File: src/rtl/reservation_station_pkg.sv
// Shared core package: machine-wide widths and the canonical reservation
// station entry layout used by the decode, rename and dispatch stages.
//
// Contents
//   PREG_W    physical register tag width (128 physical registers)
//   RS_DEPTH  default reservation station depth
//   OPCODE_W  opcode field width
//   INSTR_W   raw instruction width
//   rs_entry_t one reservation station entry
package reservation_station_pkg;

    localparam int PREG_W   = 7;
    localparam int RS_DEPTH = 8;
    localparam int OPCODE_W = 7;
    localparam int INSTR_W  = 32;

    typedef struct packed {
        logic                valid;
        logic [OPCODE_W-1:0] opcode;
        logic [PREG_W-1:0]   ps1;
        logic                rdy1;
        logic [PREG_W-1:0]   ps2;
        logic                rdy2;
        logic [PREG_W-1:0]   pd;
        logic [INSTR_W-1:0]  instr;
    } rs_entry_t;

endpackage

File: src/rtl/reservation_station_pick.sv
// rs_pick_lowest: parameterised priority encoder; finds the lowest set bit
// of a request vector and reports it both one-hot and as a binary index.
//
// Ports
//   req_i    [N-1:0]     request vector, bit 0 has highest priority
//   any_o                at least one request bit set
//   onehot_o [N-1:0]     one-hot of the winning bit (all zero if none)
//   idx_o    [IDX_W-1:0] index of the winning bit (zero if none)
module rs_pick_lowest #(
    parameter int N     = 8,
    parameter int IDX_W = (N > 1) ? $clog2(N) : 1
) (
    input  logic [N-1:0]     req_i,
    output logic             any_o,
    output logic [N-1:0]     onehot_o,
    output logic [IDX_W-1:0] idx_o
);

    // Scan from the top down so the lowest set bit is the last one written.
    always_comb begin
        any_o    = 1'b0;
        onehot_o = '0;
        idx_o    = '0;
        for (int i = N - 1; i >= 0; i--) begin
            if (req_i[i]) begin
                any_o       = 1'b1;
                onehot_o    = '0;
                onehot_o[i] = 1'b1;
                idx_o       = IDX_W'(i);
            end
        end
    end

endmodule

File: src/rtl/reservation_station.sv
// reservation_station: out-of-order issue queue. Holds renamed instructions
// until both source operands are ready, then issues the lowest-index ready
// entry. Dispatch picks the lowest-index free slot.
//
// Ports
//   clk, rst_n                  clock, asynchronous active-low reset
//   flush                       discard all entries
//   in_valid / in_ready         dispatch handshake (in_ready = any slot free)
//   in_opcode, in_instr         passed-through payload
//   in_ps1, in_ps2, in_pd       source/destination physical tags
//   in_ps1_rdy, in_ps2_rdy      operand already available at dispatch
//   wb_valid, wb_pd             wakeup broadcast of a completing tag
//   iss_valid / iss_ready       issue handshake
//   iss_opcode, iss_ps1, iss_ps2, iss_pd, iss_instr  selected entry fields
//   occupancy                   number of valid entries
module reservation_station
    import reservation_station_pkg::OPCODE_W;
    import reservation_station_pkg::INSTR_W;
#(
    parameter int RS_DEPTH = reservation_station_pkg::RS_DEPTH,
    parameter int PREG_W   = reservation_station_pkg::PREG_W
) (
    input  logic                      clk,
    input  logic                      rst_n,
    input  logic                      flush,
    input  logic                      in_valid,
    output logic                      in_ready,
    input  logic [OPCODE_W-1:0]       in_opcode,
    input  logic [INSTR_W-1:0]        in_instr,
    input  logic [PREG_W-1:0]         in_ps1,
    input  logic [PREG_W-1:0]         in_ps2,
    input  logic [PREG_W-1:0]         in_pd,
    input  logic                      in_ps1_rdy,
    input  logic                      in_ps2_rdy,
    input  logic                      wb_valid,
    input  logic [PREG_W-1:0]         wb_pd,
    output logic                      iss_valid,
    input  logic                      iss_ready,
    output logic [OPCODE_W-1:0]       iss_opcode,
    output logic [PREG_W-1:0]         iss_ps1,
    output logic [PREG_W-1:0]         iss_ps2,
    output logic [PREG_W-1:0]         iss_pd,
    output logic [INSTR_W-1:0]        iss_instr,
    output logic [$clog2(RS_DEPTH):0] occupancy
);

    localparam int IDX_W = (RS_DEPTH > 1) ? $clog2(RS_DEPTH) : 1;
    localparam int OCC_W = $clog2(RS_DEPTH) + 1;

    // Control state (reset)
    logic [RS_DEPTH-1:0] valid_q, valid_d;
    logic [RS_DEPTH-1:0] rdy1_q, rdy1_d;
    logic [RS_DEPTH-1:0] rdy2_q, rdy2_d;
    logic [OCC_W-1:0]    occ_q, occ_d;

    // Payload (no reset; only meaningful while the valid bit is set)
    logic [OPCODE_W-1:0] opcode_q [RS_DEPTH];
    logic [PREG_W-1:0]   ps1_q    [RS_DEPTH];
    logic [PREG_W-1:0]   ps2_q    [RS_DEPTH];
    logic [PREG_W-1:0]   pd_q     [RS_DEPTH];
    logic [INSTR_W-1:0]  instr_q  [RS_DEPTH];

    logic [RS_DEPTH-1:0] free_req, free_oh, rdy_req, rdy_oh;
    logic [IDX_W-1:0]    free_idx, rdy_idx;
    logic                free_any, rdy_any;
    logic                dispatch, issue;
    logic                new_rdy1, new_rdy2;

    // Both pickers look only at registered state, so a slot freed by an
    // issue this cycle is not reused until the next cycle, and in_ready /
    // iss_valid carry no combinational path from iss_ready or wakeup.
    assign free_req = ~valid_q;
    assign rdy_req  = valid_q & rdy1_q & rdy2_q;

    rs_pick_lowest #(.N(RS_DEPTH), .IDX_W(IDX_W)) u_free_pick (
        .req_i    (free_req),
        .any_o    (free_any),
        .onehot_o (free_oh),
        .idx_o    (free_idx)
    );

    rs_pick_lowest #(.N(RS_DEPTH), .IDX_W(IDX_W)) u_rdy_pick (
        .req_i    (rdy_req),
        .any_o    (rdy_any),
        .onehot_o (rdy_oh),
        .idx_o    (rdy_idx)
    );

    assign in_ready   = free_any;
    assign iss_valid  = rdy_any;
    assign iss_opcode = opcode_q[rdy_idx];
    assign iss_ps1    = ps1_q[rdy_idx];
    assign iss_ps2    = ps2_q[rdy_idx];
    assign iss_pd     = pd_q[rdy_idx];
    assign iss_instr  = instr_q[rdy_idx];
    assign occupancy  = occ_q;

    assign dispatch = in_valid & free_any & ~flush;
    assign issue    = rdy_any & iss_ready;

    // Tag 0 is the hard-wired zero register and always ready; a same-cycle
    // broadcast is bypassed so the new entry is not left waiting forever.
    assign new_rdy1 = in_ps1_rdy | (in_ps1 == '0) | (wb_valid & (wb_pd == in_ps1));
    assign new_rdy2 = in_ps2_rdy | (in_ps2 == '0) | (wb_valid & (wb_pd == in_ps2));

    always_comb begin
        valid_d = valid_q;
        rdy1_d  = rdy1_q;
        rdy2_d  = rdy2_q;
        occ_d   = occ_q;
        if (flush) begin
            valid_d = '0;
            occ_d   = '0;
        end else begin
            // Wakeup only ever sets ready bits.
            for (int i = 0; i < RS_DEPTH; i++) begin
                if (wb_valid && valid_q[i]) begin
                    if (ps1_q[i] == wb_pd) rdy1_d[i] = 1'b1;
                    if (ps2_q[i] == wb_pd) rdy2_d[i] = 1'b1;
                end
            end
            // The dispatch slot is currently invalid, so it never collides
            // with the wakeup loop or the issuing entry.
            if (dispatch) begin
                valid_d = valid_d | free_oh;
                rdy1_d  = (rdy1_d & ~free_oh) | (free_oh & {RS_DEPTH{new_rdy1}});
                rdy2_d  = (rdy2_d & ~free_oh) | (free_oh & {RS_DEPTH{new_rdy2}});
            end
            if (issue) valid_d = valid_d & ~rdy_oh;
            occ_d = occ_q + OCC_W'(dispatch) - OCC_W'(issue);
        end
    end

    always_ff @(posedge clk or negedge rst_n) begin
        if (!rst_n) begin
            valid_q <= '0;
            rdy1_q  <= '0;
            rdy2_q  <= '0;
            occ_q   <= '0;
        end else begin
            valid_q <= valid_d;
            rdy1_q  <= rdy1_d;
            rdy2_q  <= rdy2_d;
            occ_q   <= occ_d;
        end
    end

    always_ff @(posedge clk) begin
        if (dispatch) begin
            opcode_q[free_idx] <= in_opcode;
            ps1_q[free_idx]    <= in_ps1;
            ps2_q[free_idx]    <= in_ps2;
            pd_q[free_idx]     <= in_pd;
            instr_q[free_idx]  <= in_instr;
        end
    end

endmodule
File: config.mk
export PLATFORM = sky130hd
export DESIGN_NAME = reservation_station
export DESIGN_NICKNAME = d
export VERILOG_FILES = /design/src/rtl/reservation_station_pkg.sv /design/src/rtl/reservation_station_pick.sv /design/src/rtl/reservation_station.sv
export SDC_FILE = /design/constraint.sdc
export NUM_CORES = 1
export LEC_CHECK = 0
export CAP_MARGIN = 20
export CORE_ASPECT_RATIO = 0.7
export CORE_MARGIN = 2
export CORE_UTILIZATION = 63
export DETAILED_ROUTE_END_ITERATION = 16
export DONT_BUFFER_PORTS = 1
export PLACE_DENSITY = 0.91
export SLEW_MARGIN = 40
export SYNTH_ARGS = -nofsm -noshare
export SYNTH_HDL_FRONTEND = slang
export SYNTH_HIERARCHICAL = 1
export SYNTH_SLANG_ARGS = --single-unit
export TNS_END_PERCENT = 10
File: constraint.sdc
create_clock -name clk -period 10 [get_ports clk]
set_input_delay 2 -clock clk [delete_from_list [all_inputs] [get_ports clk]]
set_output_delay 2 -clock clk [all_outputs]
set_load 0.1 [all_outputs]
* Word level (Yosys, flattened, before mapping)
Memory sizes are Yosys's and may differ from the RTL's.
Index checks and enable logic that the tools add are counted.
** Word-level totals
- Bits in registers :: 28
- Memory bits (writable) :: 480
- Input port bits :: 75
- Output and inout port bits :: 66
- Word-level logic and storage cells :: 167
- Memories :: 5
** Cells by class
- Add/sub/neg operators :: 2
- Equal/unequal tests :: 18
- Muxes and demuxes :: 105
- Bitwise gates (word level) :: 23
- Reductions and logical operators :: 10
** Memories
- instr_q :: depth 8, bits a word 32, read ports 1, clocked after memory_dff 0, write ports 1, RTL line reservation_station.sv:61 : logic [INSTR_W-1:0] instr_q [RS_DEPTH];
- opcode_q :: depth 8, bits a word 7, read ports 1, clocked after memory_dff 0, write ports 1, RTL line reservation_station.sv:57 : logic [OPCODE_W-1:0] opcode_q [RS_DEPTH];
- pd_q :: depth 8, bits a word 7, read ports 1, clocked after memory_dff 0, write ports 1, RTL line reservation_station.sv:60 : logic [PREG_W-1:0] pd_q [RS_DEPTH];
- ps1_q :: depth 8, bits a word 7, read ports 9, clocked after memory_dff 0, write ports 1, RTL line reservation_station.sv:58 : logic [PREG_W-1:0] ps1_q [RS_DEPTH];
- ps2_q :: depth 8, bits a word 7, read ports 9, clocked after memory_dff 0, write ports 1, RTL line reservation_station.sv:59 : logic [PREG_W-1:0] ps2_q [RS_DEPTH];
** Operator list (count)
- $mux W8 :: 22
- $eq A7 B7 Y1 :: 18
- $mux W1 :: 66
- $and A8 B8 Y8 :: 7
- $mux W3 :: 16
- $not A8 Y8 :: 3
- $or A8 B8 Y8 :: 3
- $logic_not A7 Y1 :: 2
- $logic_and A1 B1 Y1 :: 8
- $and A1 B1 Y1 :: 5
- $add A4 B1 Y4 :: 1
- $mux W4 :: 1
- $or A1 B1 Y1 :: 4
- $sub A4 B1 Y4 :: 1
- $not A1 Y1 :: 1

* Logic depth before layout (Yosys ltp)
- Depth in word-level cells :: 16
- Mapped depth :: 13
- Mapped depth without buffers :: 12

* By module
The synthesis kept the hierarchy.
** By module, submodules not included
- reservation_station :: times used 1, cells an instance 1040, area each 20963.9 um^2, seq. area each 15114.5 um^2
- rs_pick_lowest :: times used 2, cells an instance 22, area each 158.9 um^2, seq. area each 0.0 um^2

* Worst setup path after synthesis
No wires, ideal clock.
- Kind :: input to register
- From :: input flush
- To :: memory instr_q[0][0], enable pin
- Library setup time :: 0.626 ns
- Arrival time :: 8.209 ns
- Data required time :: 9.374 ns
- Path slack :: 1.165 ns
- Stages on the path :: 4
- Path buffers :: 1
- Cell sequence :: and3b_1 clkbuf_1 inv_1 nor4_1
** Between the ends
- Longest elaborated chain between the ends :: 4
** RTL lines
- from (decl) :: RTL line reservation_station.sv:25 : input logic flush,
- $not A1 Y1 :: RTL line reservation_station.sv:98 : assign dispatch = in_valid & free_any & ~flush;
- $and A1 B1 Y1 :: RTL line reservation_station.sv:98
- $mux W1 :: RTL line reservation_station.sv:149 : if (dispatch) begin
- $mux W1 (implied by the code) :: RTL line reservation_station.sv:154 : instr_q[free_idx] <= in_instr;
- to (decl) :: RTL line reservation_station.sv:61
No other way between the ends.

* Worst setup path after layout
- From :: register valid_q[3]
- To :: output iss_opcode[0]
** Between the ends
- Longest elaborated chain between the ends :: 7
** RTL lines
- from (decl) :: RTL line reservation_station.sv:51 : logic [RS_DEPTH-1:0] valid_q, valid_d;
- from (signal assigned) :: RTL line reservation_station.sv:141 : valid_q <= valid_d;
- $and A8 B8 Y8 (2 in series) :: RTL line reservation_station.sv:73 : assign rdy_req = valid_q & rdy1_q & rdy2_q;
- named net rdy_req[3] :: RTL line reservation_station.sv:63 : logic [RS_DEPTH-1:0] free_req, free_oh, rdy_req, rdy_oh;
- $mux W3 (4 in series) :: RTL line reservation_station_pick.sv:25 : if (req_i[i]) begin
- named net rdy_idx[0] :: RTL line reservation_station.sv:64 : logic [IDX_W-1:0] free_idx, rdy_idx;
- $mem_v2 Z8 W7
- to (decl) :: RTL line reservation_station.sv:39 : output logic [OPCODE_W-1:0] iss_opcode,
The timed path passes the listed nets, and every way through them passes these cells.

==> impl_metrics.csv <==
group,metric,value,unit
sta,setup_ws,3.75,ns
logic_synthesis,synth.area.top_cells,"edfxtp_1, mux4_2, xor2_1",
global_routing,grt-ovfl-total,0,
route,drt-pass1-iter-count,5,
clock_tree,clk-insertion-delay-late,0.56,ns
route,wl,47.4,mm
setup_path,worstPathBufferInverterCount,3,
sta,max_slew_margin,0.404,
sta,worst_pin_slew,0.892,ns
clock_tree,cts_buffer_depth,3,
sta,rsz0062_at_grt,"no",
sta,min_period,6.25,ns
setup_path,required,8.00,ns
global_routing,grt_max_degree,65,
logic_synthesis,synth.avg_cell_area,19.6,µm²
placed_design,post-place-ws,4.07,ns
clock_tree,htreeDepth,2,
die,initial_utilization,0.638,
final_layout,fill_cells,1929,
global_routing,grt_pass1_vias,11100,
logic_synthesis,synth_most_common_cell,"edfxtp_1",
logic_synthesis,yosys.area.top_type,"edfxtp_1",
clock_tree,clockRootBuffer,"clkbuf_16",
die,die_h,158,µm
logic_synthesis,synthFlopType,"edfxtp_1",
logic_synthesis,synth_enable_flop_cells,480,
setup_path,critPathTopFamily,"buffers and inverters",
final_layout,antenna_cells,0,
die,die_w,224,µm
global_routing,antenna_found_initial,0,
setup_path,path_cells,"inv_1 -> nor3_1 -> o21bai_1 -> a21oi_4 -> buf_4 -> buf_6 -> mux4_2 -> mux2_2",
route,routedWlPerCell,30.1,µm
final_layout,area_delta_synth_final,9.71,%
placed_design,place_inst,1487,
die,core_area,0.0334,mm²
global_routing,grt_use_total,0.276,
logic_synthesis,syn_nets,1164,
clock_tree,cts_resized,0,
setup_path,path_class,"register to output port",
logic_synthesis,synth_top_area_frac,0.677,
route,viasPerCell,6.82,
setup_path,slowest_delay,0.63,ns
sta,setup_viol_count_final,0,
setup_path,startpoint_type,"register",
logic_synthesis,netlist_instances,1084,
clock_tree,path_clk_slew,0.07,ns
logic_synthesis,synth.distinct_cells,40,
die,ios,141,
route,drt_iter0_drc,1113,
final_layout,final_layout_size_suffix_gt1_frac,0.269,
setup_path,slowest_stage,"nor3_1",
global_routing,grt_pass1_wl,70.4,mm
final_layout,fin_nets,1181,
clock_tree,cts_tree,"yes",
placed_design,io_buffers,0,
clock_tree,cts_buffers,46,
setup_path,arrival,4.25,ns
clock_tree,cts.sinks,508,
sta,final-max-slew-violation-count,0,
die,dieArea,0.0353,mm²
logic_synthesis,seq_area_frac_synth,0.710,
placed_design,dpl.hpwl,28.1,mm
job,maxCapViolCount,0,
placed_design,place.gp.congestion,0.921,
power,p_per_area,183,mW/mm²
setup_path,cp_max_fo,43,
logic_synthesis,async_flop_share,0.0551,
die,num_rows,56,
logic_synthesis,yosysWarnings,6,
logic_synthesis,yosys_register_bits,508,
logic_synthesis,synthTopCellsByCount,"edfxtp_1, xor2_1, mux4_2",
sta,finalClockSkew,0.0235,ns
sta,hold_violations,0,
outcome,status,"finished clean",
clock_tree,cts_setup_buffers,0,
sta,max_freq,160,MHz
route,drtAntennaViolNets,0,
sta,finalSetupTns,0,ns
logic_synthesis,synth_area,0.0213,mm²
power,cellLeakagePower,0.00728,µW
final_layout,fin_cells,1571,
worst_hold_path,hold_class,"register to register",
setup_path,setup.worst_path.end_class,"output port",
route,drc,0,
sta,period_share,0.625,
power,vdd_ir_drop_max,0.195,mV
clock_tree,postCtsHoldBufs,0,
route,vias,10700,
## worst reg2reg max path: stages, from the launching register on
cell and delay (ns):
dfrtp_1 0.38, inv_1 0.18, nor4_4 0.44, a21boi_1 0.78
nand2_1 0.43, nor2_4 0.68, buf_4 0.73
## cells by family (layout without fill, tap and decap cells)
family	Yosys count	in the layout	synth area share
AND/OR/NAND/NOR	122	122	0.0346
buffers and inverters	84	136	0.0190
XOR/XNOR	129	129	0.0531
multiplexers	180	180	0.159
flip-flops	508	508	0.710
AO/OA/AOI/OAI	56	56	0.0210
adder cells (fa/ha/maj)	5	5	0.00329
## flip-flops by register name (all words and copies together), names as in the netlist
signal,flops
rdy1_q,8
ps1_q,56
opcode_q,56
valid_q,8
ps2_q,56
rdy2_q,8
occupancy,4
instr_q,256
pd_q,56
## metrics by stage
step,instance area [µm²],total power [µW],utilization,hold slack (ns)
global route,23300,4370,0.700,0.603
floorplan,21300,2580,-,0.538
CTS,23300,4300,0.699,0.575
detailed placement,21800,2590,0.655,0.566
finish,23300,4270,0.700,0.587
global placement,21800,2580,0.653,0.557
## final cells by class
| cell class | count | area (µm²) | area share |
|---|---|---|---|
| well taps | 435 | 544 | 0.0233 |
| clock inverters | 29 | 238 | 0.0102 |
| multi-input cells | 492 | 5870 | 0.251 |
| flip-flops and latches | 508 | 15100 | 0.648 |
| clock buffers | 54 | 1230 | 0.0528 |
| repair buffers | 24 | 235 | 0.0101 |
| inverters | 29 | 109 | 0.00466 |
## cells in the final DEF (no fill, tap or decap), types with 4 or more instances in the layout
master,n
edfxtp_1,480
xor2_1,125
mux4_2,120
mux2_2,60
clkbuf_16,47
nor4_1,36
inv_1,29
a211oi_1,24
dfrtp_1,24
nor2_1,20
buf_4,18
a221oi_1,16
and2_1,11
nand2_1,10
clkinv_2,10
clkinv_1,9
nor3_1,8
nor2b_1,6
nor3_2,6
xnor2_1,4
ha_1,4
clkinvlp_4,4
clkbuf_1,4
dfrtp_2,4
buf_6,4
and2_2,4
## final timing paths
path / startpoint / end / slack (ns) / cells past startpoint
setup reg to reg: valid_q[2]$_DFF_PN0_ / instr_q[5][7]$_DFFE_PP_ / 5.96 / 6
hold / removal: valid_q[5]$_DFF_PN0_ / valid_q[5]$_DFF_PN0_ / 0.59 / 2
hold reg to reg: valid_q[5]$_DFF_PN0_ / valid_q[5]$_DFF_PN0_ / 0.59 / 2
setup / recovery: valid_q[3]$_DFF_PN0_ / iss_opcode[0] / 3.75 / 8
min in group asynchronous: rst_n / rdy2_q[4]$_DFFE_PN0N_ / 1.13 / 0
max in group asynchronous: rst_n / occupancy[3]$_DFF_PN0_ / 8.78 / 0
## routing by layer
layer  vias up  routed length, µm  GRT usage
li1       4396                  -          -
met1      5562              18300      0.378
met2       657              22700      0.440
met3       100               5140     0.0783
met4         0               1200     0.0832
met5         -                  0          0
## where the power goes
part | leakage, µW | total [µW] | switching (µW) | internal (µW)
clock network | 0.000717 | 1720 | 762 | 962
logic | 0.00185 | 169 | 127 | 41.8
registers | 0.00472 | 2380 | 28.0 | 2350
total | 0.00728 | 4270 | 917 | 3350
(Power assumes the default switching activity.)
